--- src/rtl/spi_tx_sched_pkg.sv ---
// Shared types and default build parameters for the SPI transmit scheduler.
package spi_tx_sched_pkg;

    typedef enum logic [1:0] {
        IDLE      = 2'd0,
        START     = 2'd1,
        WAIT_DONE = 2'd2,
        GAP       = 2'd3
    } sched_state_t;

    localparam int SPI_DATA_W    = 8;
    localparam int SCHED_N_REQ   = 4;
    localparam int SCHED_CS_GAP  = 3;
    localparam int SCHED_TIMEOUT = 64;

    // Bits needed for a counter that must hold values up to max_val.
    function automatic int cnt_w(input int max_val);
        return (max_val < 2) ? 1 : $clog2(max_val + 1);
    endfunction

endpackage

--- src/rtl/spi_tx_sched_rr_arbiter.sv ---
// Combinational round-robin pick: first requester at or after rr_ptr_i, wrapping.
module rr_arbiter #(
    parameter int N_REQ = 4
) (
    input  logic [N_REQ-1:0]         req_i,
    input  logic [$clog2(N_REQ)-1:0] rr_ptr_i,
    output logic                     grant_valid_o,
    output logic [$clog2(N_REQ)-1:0] grant_idx_o
);

    localparam int IDX_W = $clog2(N_REQ);

    logic [IDX_W:0] cand_s;

    // Walk offsets from farthest to nearest so the nearest pending requester wins.
    always_comb begin
        grant_valid_o = 1'b0;
        grant_idx_o   = '0;
        cand_s        = '0;
        for (int i = N_REQ - 1; i >= 0; i--) begin
            cand_s = {1'b0, rr_ptr_i} + (IDX_W+1)'(i);
            if (cand_s >= (IDX_W+1)'(N_REQ)) begin
                cand_s = cand_s - (IDX_W+1)'(N_REQ);
            end else begin
                cand_s = cand_s;
            end
            if (req_i[cand_s[IDX_W-1:0]]) begin
                grant_valid_o = 1'b1;
                grant_idx_o   = cand_s[IDX_W-1:0];
            end else begin
                grant_valid_o = grant_valid_o;
                grant_idx_o   = grant_idx_o;
            end
        end
    end

endmodule

--- src/rtl/spi_tx_sched.sv ---
// Round-robin scheduler sharing one SPI transmit shifter between N_REQ requesters,
// with a minimum CS-high gap between frames and a watchdog on hung frames.
module spi_tx_sched
    import spi_tx_sched_pkg::*;
#(
    parameter int N_REQ   = SCHED_N_REQ,
    parameter int DATA_W  = SPI_DATA_W,
    parameter int CS_GAP  = SCHED_CS_GAP,
    parameter int TIMEOUT = SCHED_TIMEOUT
) (
    input  logic                      clk_100,
    input  logic                      a_rst_n,
    input  logic [N_REQ-1:0]          req_i,
    input  logic [N_REQ*DATA_W-1:0]   req_data_i,
    output logic [N_REQ-1:0]          ack_o,
    output logic [N_REQ-1:0]          done_o,
    output logic                      err_o,
    output logic                      spi_start_o,
    output logic [DATA_W-1:0]         spi_data_o,
    input  logic                      spi_busy_i,
    input  logic                      spi_done_i,
    output logic                      busy_o,
    output logic [$clog2(N_REQ)-1:0]  owner_o
);

    localparam int IDX_W = $clog2(N_REQ);
    localparam int WD_W  = cnt_w(TIMEOUT);
    localparam int GAP_W = cnt_w(CS_GAP);
    localparam sched_state_t DONE_NEXT = (CS_GAP == 0) ? IDLE : GAP;

    sched_state_t      state_q, state_d;
    logic [IDX_W-1:0]  rr_ptr_q, rr_ptr_d;
    logic [IDX_W-1:0]  owner_q, owner_d;
    logic [DATA_W-1:0] data_q, data_d;
    logic [N_REQ-1:0]  ack_q, ack_d;
    logic [N_REQ-1:0]  done_q, done_d;
    logic              err_q, err_d;
    logic              start_q, start_d;
    logic              busy_q, busy_d;
    logic [WD_W-1:0]   wd_q, wd_d;
    logic [GAP_W-1:0]  gap_q, gap_d;

    logic              grant_valid_s;
    logic [IDX_W-1:0]  grant_idx_s;

    rr_arbiter #(
        .N_REQ (N_REQ)
    ) u_arb (
        .req_i         (req_i),
        .rr_ptr_i      (rr_ptr_q),
        .grant_valid_o (grant_valid_s),
        .grant_idx_o   (grant_idx_s)
    );

    // Next-state and output-pulse logic; rr_ptr_q is the first index searched.
    always_comb begin
        state_d  = state_q;
        rr_ptr_d = rr_ptr_q;
        owner_d  = owner_q;
        data_d   = data_q;
        ack_d    = '0;
        done_d   = '0;
        err_d    = 1'b0;
        start_d  = 1'b0;
        wd_d     = wd_q;
        gap_d    = gap_q;
        case (state_q)
            IDLE: begin
                if (grant_valid_s && !spi_busy_i) begin
                    ack_d    = N_REQ'(1) << grant_idx_s;
                    owner_d  = grant_idx_s;
                    data_d   = req_data_i[grant_idx_s*DATA_W +: DATA_W];
                    rr_ptr_d = (grant_idx_s == IDX_W'(N_REQ - 1)) ? '0 : grant_idx_s + IDX_W'(1);
                    state_d  = START;
                end else begin
                    state_d  = IDLE;
                end
            end
            START: begin
                start_d = 1'b1;
                wd_d    = '0;
                state_d = WAIT_DONE;
            end
            WAIT_DONE: begin
                // A done arriving on the last watchdog cycle still counts as success.
                if (spi_done_i) begin
                    done_d  = N_REQ'(1) << owner_q;
                    gap_d   = '0;
                    state_d = DONE_NEXT;
                end else if (wd_q == WD_W'(TIMEOUT - 1)) begin
                    done_d  = N_REQ'(1) << owner_q;
                    err_d   = 1'b1;
                    gap_d   = '0;
                    state_d = DONE_NEXT;
                end else begin
                    wd_d    = wd_q + WD_W'(1);
                end
            end
            GAP: begin
                if (gap_q == GAP_W'(CS_GAP - 1)) begin
                    state_d = IDLE;
                end else begin
                    gap_d   = gap_q + GAP_W'(1);
                end
            end
            default: begin
                state_d = IDLE;
            end
        endcase
        busy_d = (state_d != IDLE);
    end

    // State and registered outputs; async reset kills any frame in flight.
    always_ff @(posedge clk_100 or negedge a_rst_n) begin
        if (!a_rst_n) begin
            state_q  <= IDLE;
            rr_ptr_q <= '0;
            owner_q  <= '0;
            data_q   <= '0;
            ack_q    <= '0;
            done_q   <= '0;
            err_q    <= 1'b0;
            start_q  <= 1'b0;
            busy_q   <= 1'b0;
            wd_q     <= '0;
            gap_q    <= '0;
        end else begin
            state_q  <= state_d;
            rr_ptr_q <= rr_ptr_d;
            owner_q  <= owner_d;
            data_q   <= data_d;
            ack_q    <= ack_d;
            done_q   <= done_d;
            err_q    <= err_d;
            start_q  <= start_d;
            busy_q   <= busy_d;
            wd_q     <= wd_d;
            gap_q    <= gap_d;
        end
    end

    assign ack_o       = ack_q;
    assign done_o      = done_q;
    assign err_o       = err_q;
    assign spi_start_o = start_q;
    assign spi_data_o  = data_q;
    assign busy_o      = busy_q;
    assign owner_o     = owner_q;

endmodule
--- config.mk ---
export PLATFORM = sky130hd
export DESIGN_NAME = spi_tx_sched
export DESIGN_NICKNAME = d
export VERILOG_FILES = /design/src/rtl/spi_tx_sched_pkg.sv /design/src/rtl/spi_tx_sched_rr_arbiter.sv /design/src/rtl/spi_tx_sched.sv
export SDC_FILE = /design/constraint.sdc
export NUM_CORES = 1
export LEC_CHECK = 0
export CORE_MARGIN = 5
export CORE_UTILIZATION = 35
export DETAILED_ROUTE_END_ITERATION = 8
export PLACE_DENSITY = 0.68
export SYNTH_ARGS = -nofsm -noshare
export SYNTH_HDL_FRONTEND = slang
export SYNTH_SLANG_ARGS = --single-unit
--- constraint.sdc ---
create_clock -name clk_100 -period 1.88 [get_ports clk_100]
set_input_delay 0.47 -clock clk_100 [delete_from_list [all_inputs] [get_ports clk_100]]
set_output_delay 0.47 -clock clk_100 [all_outputs]
set_load 0.01 [all_outputs]
* Word level (Yosys, flattened, before mapping)
Index checks and enable logic that the tools add are counted.
** Storage, ports and cells
- Register bits :: 34
- Bits in latches :: 0
- RAM bits :: 0
- Bits in read-only memories :: 0
- Input bits :: 40
- Memories :: 0
** Operators by class
- Add/sub/neg operators :: 10
- Multiply operators :: 0
- Divide/modulo/power cells :: 0
- Order comparisons :: 8
- Equal/unequal tests :: 10
- Shifts and indexed selects :: 3
- Muxes and demuxes :: 42
- Bitwise logic cells :: 0
- Reductions and logical operators :: 9
** Operators by type and width (number)
- $shiftx 32x6->8 :: 1
- $mux 2 :: 15
- $mux 4 :: 5
- $mux 7 :: 2
- $pmux 7 s2 :: 1
- $mux 1 :: 13
- $lt 2x3->1 const B :: 4
- $ge 3x3->1 const B :: 3
- $bmux 1 s2 :: 4
- $eq 2x2->1 const B :: 4
- $pmux 2 s4 :: 1
- $shl 1x2->4 const A :: 2
- $sub 2x1->2 const B :: 4
- $add 7x1->7 const B :: 1
- $eq 7x6->1 const B :: 1
- $add 2x2->3 const B :: 2
- $ne 2x2->1 const B :: 3
- $reduce_and 3->1 :: 2
- $reduce_bool 2->1 :: 3
- $add 2x1->2 const B :: 2
- $pmux 2 s2 :: 1
- $add 2x1->3 const B :: 1
- $ge 2x3->1 const B :: 1
- $ne 3x3->1 const B :: 1
- other kinds (5) :: 5

* Logic depth before layout (Yosys ltp)
Gate-level depths: netlist of the first run.
- Depth after elaboration :: 13
- Depth in mapped cells :: 8
- Mapped depth without buffers :: 7

* Hierarchy
Synthesis of the first run repeated with hierarchy kept, for this count alone.
** Second synthesis, totals
- Cells, all modules :: 166
- Area, all modules :: 1794.2 sq um
** Modules (own cells, without submodules)
- spi_tx_sched :: times used 1, cells each 153, area an instance 1716.6 sq um
- rr_arbiter :: times used 1, cells each 13, area an instance 77.6 sq um

* Worst setup path before layout of the first run
Ideal clock, no wire load.
- Path type :: input port to flip-flop
- Start point :: in req_i[1]
- End point :: reg rr_ptr_q[1]
- Setup time :: 0.117 ns
- Arrival :: 1.581 ns
- Slack :: 0.182 ns
- Stages on the path :: 8
- Buffers on the path :: 2
- Cells stage by stage :: or3b_1 buf_6 nand2_4 buf_12 inv_1 ha_1 nand2_1 nand2_1
** Between the ends
- Word-level cells in the longest chain between the ends :: 8
** Ends and longest elaborated chain
- from (decl) :: RTL line spi_tx_sched.sv:13 : input logic [N_REQ-1:0] req_i,
- $bmux 1 s2 :: RTL line spi_tx_sched_rr_arbiter.sv:27 : if (req_i[cand_s[IDX_W-1:0]]) begin
- $mux 1 (not written as such) :: RTL line spi_tx_sched_rr_arbiter.sv:27
- $mux 2 or $mux 1 (tied branches) (4 in a row) :: RTL line spi_tx_sched_rr_arbiter.sv:27
- $add 2x1->2, or another cell as far along :: RTL line spi_tx_sched.sv:73 : rr_ptr_d = (grant_idx_s == IDX_W'(N_REQ - 1)) ? '0 : grant_idx_s + IDX_W'(1);
- $mux 2 or $reduce_and 2->1 (tied branches)
- to (signal assigned) :: RTL line spi_tx_sched.sv:129 : rr_ptr_q <= rr_ptr_d;
- to (decl) :: RTL line spi_tx_sched.sv:32 : logic [IDX_W-1:0] rr_ptr_q, rr_ptr_d;
Several ways; a longest one is shown, not always the timed one. The select of a mux whose other input is x is not followed.
A chain may end at the register's enable or synchronous reset.

* Worst setup path after layout of the first run
- Start point :: in req_i[2]
- End point :: reg data_q[1] (netlist: spi_data_o[1])
** Between the ends
- Word-level cells in the longest chain between the ends :: 8
** Ends and longest elaborated chain
- branches (longest 8 deep; another with $shiftx 32x6->8)
- to (signal assigned) :: RTL line spi_tx_sched.sv:131 : data_q <= data_d;
- to (decl) :: RTL line spi_tx_sched.sv:34 : logic [DATA_W-1:0] data_q, data_d;
Parallel ways; which one is timed is not known. The select of a mux whose other input is x is not followed.

==> results.json, run 1 <==
{
  "netlist_area_mm2": 0.00177,
  "detailed_place_hpwl_um": 3450,
  "drt_iter0_drc": 87,
  "synth_most_common_cell": "dfrtp_1",
  "dr_total_vias": 1629,
  "grt_pass1_wl_um": 7270,
  "avgSynthCellArea_um2": 10.1,
  "cts.sinks": 34,
  "first_pass_iters": 4,
  "synth-seq-area-share": 0.480,
  "cts_tree": "built",
  "internal_power_mw": 2.07,
  "min_period_over_period": 0.979,
  "clkPwrFrac": 0.171,
  "vdd_drop_max_uv": 505,
  "seqPwrFrac": 0.372,
  "crit_type": "input port to register",
  "hold_path.class": "register to register",
  "arrival_ps": 2000,
  "drv_cap": 0,
  "setup_viol_count_final": 0,
  "postSynthCellCount": 175,
  "synth-async-reset-ratio": 1.00,
  "grt_pass1_vias": 1605,
  "initial_core_util": 0.368,
  "hp-start": "spi_data_o[2]",
  "ff2ff_path_depth": 6,
  "io_buffer_count": 60,
  "p_per_area_mw_per_mm2": 1150,
  "regToRegStartpoint": "rr_ptr_q[1]",
  "hold_depth": 2,
  "holdPathEnd": "spi_data_o[2]",
  "ctsLongestPathBuffers": 2,
  "synth_area_leaders": "dfrtp_1 (48%), mux2i_1 (5.1%), o21ai_0 (4.8%)",
  "slew_violations": 0,
  "grt_max_degree": 35,
  "pre_cts_slack_ps": -296,
  "drive_gt1_frac": 0.165,
  "die_x_um": 81.1,
  "synth_warnings": 0,
  "area_growth_syn_to_layout_pct": 55.2,
  "core_mm2": 0.00482,
  "clkLatencyLatePin_ps": 280,
  "gp_congestion": 0.812,
  "die_y_um": 81.1,
  "wire_per_inst_um": 13.5,
  "io_pins": 61,
  "ant_nets": 0,
  "ys_types": 39,
  "ys_ff_latch": 34,
  "dpl.cell_count": 319,
  "crit_path_end_kind": "register",
  "rrSetupSlack_ps": 160,
  "syn-num-nets": 218,
  "cp-start-kind": "input port",
  "grt_overflow_total": 0,
  "worst-path-max-fanout": 16,
  "hold_viol_final": 0,
  "rsz0062_at_grt": "true",
  "yosysTopAreaCell": "dfrtp_1",
  "tightest_slew_ps": 443,
  "finClkSkew_ps": 4.68,
  "period_minus_slack_ps": 1840,
  "antenna_found_initial": 0,
  "layout.nets": 302,
  "worst_slack_ps": 39.1,
  "p_switching_mw": 1.10,
  "swShare": 0.347,
  "yosys-top-cells-count": "dfrtp_1 (34), nand2_1 (21), o21ai_0 (17)",
  "routed_wl_um": 4430,
  "status": "finished clean",
  "drc": 0,
  "h-tree-depth": 2,
  "worstReg2RegEnd": "spi_data_o[0]",
  "die-area_mm2": 0.00658,
  "path_clk_slew_ps": 70,
  "clock-root-buffer": "clkbuf_8",
  "num_antenna_cells": 0,
  "postLayoutCoreUtil": 0.571,
  "synth-edff-count": 0,
  "num_rows": 25,
  "synth_top_area_frac": 0.480,
  "cts_buffers": 5,
  "power_leakage_nw": 1.26,
  "fin_cells": 327,
  "viasPerCell": 4.98,
  "synth_flop_cell": "dfrtp_1",
  "power_frac_comb": 0.457,
  "critPathRequiredTime_ps": 2030,
  "fmax_ghz": 0.543,
  "slew-limit-headroom": 0.702,
  "track_usage": 0.145
}
-- cells by family after synthesis --
family / count (synthesis) / synth area share
DFF: 34 / 0.480
adders and majority gates: 3 / 0.0212
xor gates and xnor gates: 2 / 0.00989
AOI/OAI and AO/OA: 55 / 0.222
and+or+nand+nor: 57 / 0.169
buffers and inverters: 15 / 0.0466
muxes: 9 / 0.0508
-- layer usage --
metal / global-route usage / vias up / part of all wire
met5: 0 / - / 0
met4: 0.0760 / 0 / 0.022
met3: 0.0377 / 6 / 0.059
met2: 0.233 / 53 / 0.47
met1: 0.179 / 759 / 0.45
li1: - / 811 / -
-- cell usage in the layout, fill, tap and decap left out, types with 2 or more instances in the layout --
cell and instances:
clkbuf_8 6, o21ai_0 14, a21oi_1 5, buf_12 2
o311ai_1 6, buf_4 22, o21ai_1 4, nor3b_1 2
and2_1 3, xor2_1 2, a22o_1 2, o31ai_1 2
nand4_1 2, nor2_1 5, nand2_1 21, dfrtp_1 34
o311ai_2 2, nand3_1 2, dlymetal6s2s_1 2, mux2i_1 9
clkdlybuf4s50_1 58, nand2b_1 2, ha_1 3, a21boi_0 8
inv_1 7, nor3_1 5, and3_1 12
-- worst max-delay path by stage --
| stage | cells after the start | end | start |
|---|---|---|---|
| after floorplan | 8 | rr_ptr_q[1] | req_i[1] |
| after global placement | 8 | rr_ptr_q[1] | req_i[0] |
| after detailed placement | 6 | spi_data_o[1] | req_i[2] |
| after CTS | 6 | spi_data_o[1] | req_i[2] |
| after global routing | 6 | spi_data_o[6] | req_i[2] |
| final | 6 | spi_data_o[1] | req_i[2] |
-- power groups by stage --
stage | clock [mW] | combinational (mW) | sequential (mW)
floorplan | 0 | 0.717 | 1.19
global placement | 0 | 1.40 | 1.18
detailed placement | 0 | 1.43 | 1.19
CTS | 0.570 | 1.43 | 1.18
global route | 0.614 | 1.60 | 1.22
finish | 0.541 | 1.45 | 1.18
-- sequential cells by signal (all words and copies together) (netlist names) --
| register | cells |
|---|---|
| rr_ptr_q | 2 |
| gap_q | 2 |
| spi_data_o | 8 |
| owner_o | 2 |
| ack_o | 4 |
| err_o | 1 |
| wd_q | 7 |
| spi_start_o | 1 |
| done_o | 4 |
| state_q | 2 |
| busy_o | 1 |
-- final cells by class --
class | instances | area (um2)
clock buffer | 7 | 86.3
clock inverter | 1 | 5.00
fill | 443 | 2070
inverter | 7 | 26.3
multi-input combinational | 126 | 876
sequential | 34 | 851
tap | 67 | 83.8
timing repair buffer | 85 | 822
-- metrics by stage --
stage                     cell area (um2)  hold slack (ps)  TNS, ps  power [mW]
final                                2750              487        0        3.17
after global routing                 2750              513    -2.63        3.43
after CTS                            2720              495        0        3.18
after detailed placement             2620              479    -3710        2.62
after global placement               2620              470    -3300        2.58
after floorplan                      1770              174        0        1.90
-- worst max-delay path, stage by stage --
cell,delay [ps]
clkdlybuf4s50_1,490
or3b_4,410
buf_6,160
and3_1,150
o21ai_0,180
o311ai_1,120
-- repair_timing --
item	4_1_cts	5_1_grt
hold buffers	0	0
resized for setup	0	12
hold endpoints to repair	0	0
endpoints found under the setup margin	0	9
setup buffers	0	0
(Power assumes the default switching activity.)
==> run 2: changes to the inputs <==
CORE_MARGIN = 4   (was 5)
==> run 2 against run 1 <==
Cell count grew 1.5%. Wire length grew 4.6%. Die area shrank 4.9%. Maximum frequency is 0.74% higher. Total power increased by 5.0%.
==> results.json, run 2 (synthesis results as in run 1) <==
{
  "num_antenna_cells": 0,
  "hold_depth": 2,
  "final_cell_mix": "clkdlybuf4s50_1 (57), dfrtp_1 (34), buf_4 (25)",
  "vdd_drop_max_uv": 426,
  "grt_max_degree": 35,
  "rsz0062_at_grt": "false",
  "gp_congestion": 0.823,
  "holdPathEnd": "spi_data_o[0]",
  "io_pins": 61,
  "slew-limit-headroom": 0.700,
  "grt_pass1_wl_um": 7710,
  "dr_total_vias": 1670,
  "grt_overflow_total": 0,
  "hold_path.class": "register to register",
  "fin_cells": 332,
  "internal_power_mw": 2.12,
  "rrSetupSlack_ps": 160,
  "cp-start-kind": "input port",
  "drt_iter0_drc": 70,
  "viasPerCell": 5.03,
  "num_rows": 25,
  "drv_cap": 0,
  "setup_viol_count_final": 0,
  "cts_tree": "built",
  "clkPwrFrac": 0.153,
  "min_period_over_period": 0.972,
  "hold_viol_final": 0,
  "antenna_found_initial": 0,
  "period_minus_slack_ps": 1830,
  "critPathRequiredTime_ps": 2030,
  "arrival_ps": 1980,
  "ant_nets": 0,
  "tightest_slew_ps": 449,
  "core_mm2": 0.00482,
  "ctsLongestPathBuffers": 2,
  "power_leakage_nw": 1.30,
  "power_mw": 3.32,
  "area_growth_syn_to_layout_pct": 62.1,
  "detailed_place_hpwl_um": 3320,
  "largest_reg_flops": 8,
  "initial_core_util": 0.368,
  "hp-start": "spi_data_o[0]",
  "path_clk_slew_ps": 70,
  "routed_wl_um": 4630,
  "die_x_um": 79.1,
  "pre_cts_slack_ps": -365,
  "swShare": 0.361,
  "drive_gt1_frac": 0.226,
  "regToRegStartpoint": "rr_ptr_q[1]",
  "seqPwrFrac": 0.347,
  "p_per_area_mw_per_mm2": 1160,
  "layout.nets": 308,
  "cts_hold_buf": 0,
  "finClkSkew_ps": 6.85,
  "io_buffer_count": 60,
  "fmax_ghz": 0.547,
  "cts.sinks": 34,
  "crit_type": "input port to register",
  "grt_pass1_vias": 1687,
  "power_frac_comb": 0.500,
  "worst_slack_ps": 52.6,
  "first_pass_iters": 4,
  "die_y_um": 79.1,
  "slew_violations": 0,
  "p_switching_mw": 1.20,
  "dpl.cell_count": 322,
  "crit_path_end_kind": "register",
  "drc": 0,
  "clkLatencyLatePin_ps": 290,
  "worst-path-max-fanout": 9,
  "status": "finished clean",
  "h-tree-depth": 2,
  "track_usage": 0.156,
  "worstReg2RegEnd": "spi_data_o[2]",
  "ff2ff_path_depth": 5,
  "final_common_cell": "clkdlybuf4s50_1",
  "fin_setup_tns_ps": 0,
  "clock-root-buffer": "clkbuf_8",
  "die-area_mm2": 0.00626,
  "wire_per_inst_um": 13.9,
  "holdWs_ps": 499,
  "cts_buffers": 5
}
[run 2: worst max-delay path by stage]
stage | cells past startpoint | to | from
after CTS | 8 | spi_data_o[4] | req_i[2]
final | 5 | spi_data_o[5] | req_i[3]
after global placement | 9 | rr_ptr_q[1] | req_i[2]
after floorplan | 8 | rr_ptr_q[1] | req_i[1]
after global routing | 6 | done_o[2] | wd_q[0]
after detailed placement | 6 | spi_data_o[4] | req_i[2]
[run 2: power by group through the flow]
stage | clock [mW] | combinational [mW] | sequential [mW]
finish | 0.507 | 1.66 | 1.15
global route | 0.559 | 1.83 | 1.19
CTS | 0.525 | 1.54 | 1.15
detailed placement | 0 | 1.48 | 1.15
global placement | 0 | 1.45 | 1.14
floorplan | 0 | 0.717 | 1.19
[run 2: routing by layer]
| metal | global-route usage | vias up | part of all wire |
|---|---|---|---|
| li1 | - | 827 | - |
| met1 | 0.198 | 786 | 0.45 |
| met2 | 0.253 | 51 | 0.48 |
| met3 | 0.0397 | 6 | 0.059 |
| met4 | 0.0601 | 0 | 0.014 |
| met5 | 0 | - | 0 |
[run 2: critical path: stages]
cell and delay (ps):
clkdlybuf4s50_1 530, o41a_1 480, o221a_2 220, o21ai_1 150
o311ai_2 130
[run 2: per-stage QoR]
stage	area, um2	util
2_1_floorplan	1770	-
3_3_place_gp	2630	0.547
3_5_place_dp	2630	0.547
4_1_cts	2760	0.572
5_1_grt	2870	0.596
6_report	2870	0.596
[run 2: repair_timing]
action,4_1_cts,5_1_grt
gates resized for setup,7,25
buffers inserted,1,1
endpoints found under the setup margin,3,10
pin swaps,1,4
cloned,1,0
[run 2: area by class of cell]
type	instances	area, um2
Multi-Input combinational cell	127	976
Clock inverter	2	10.0
Clock buffer	5	68.8
Fill cell	430	1940
Timing Repair Buffer	90	857
Sequential cell	34	851
Inverter	7	26.3
Tap cell	67	83.8
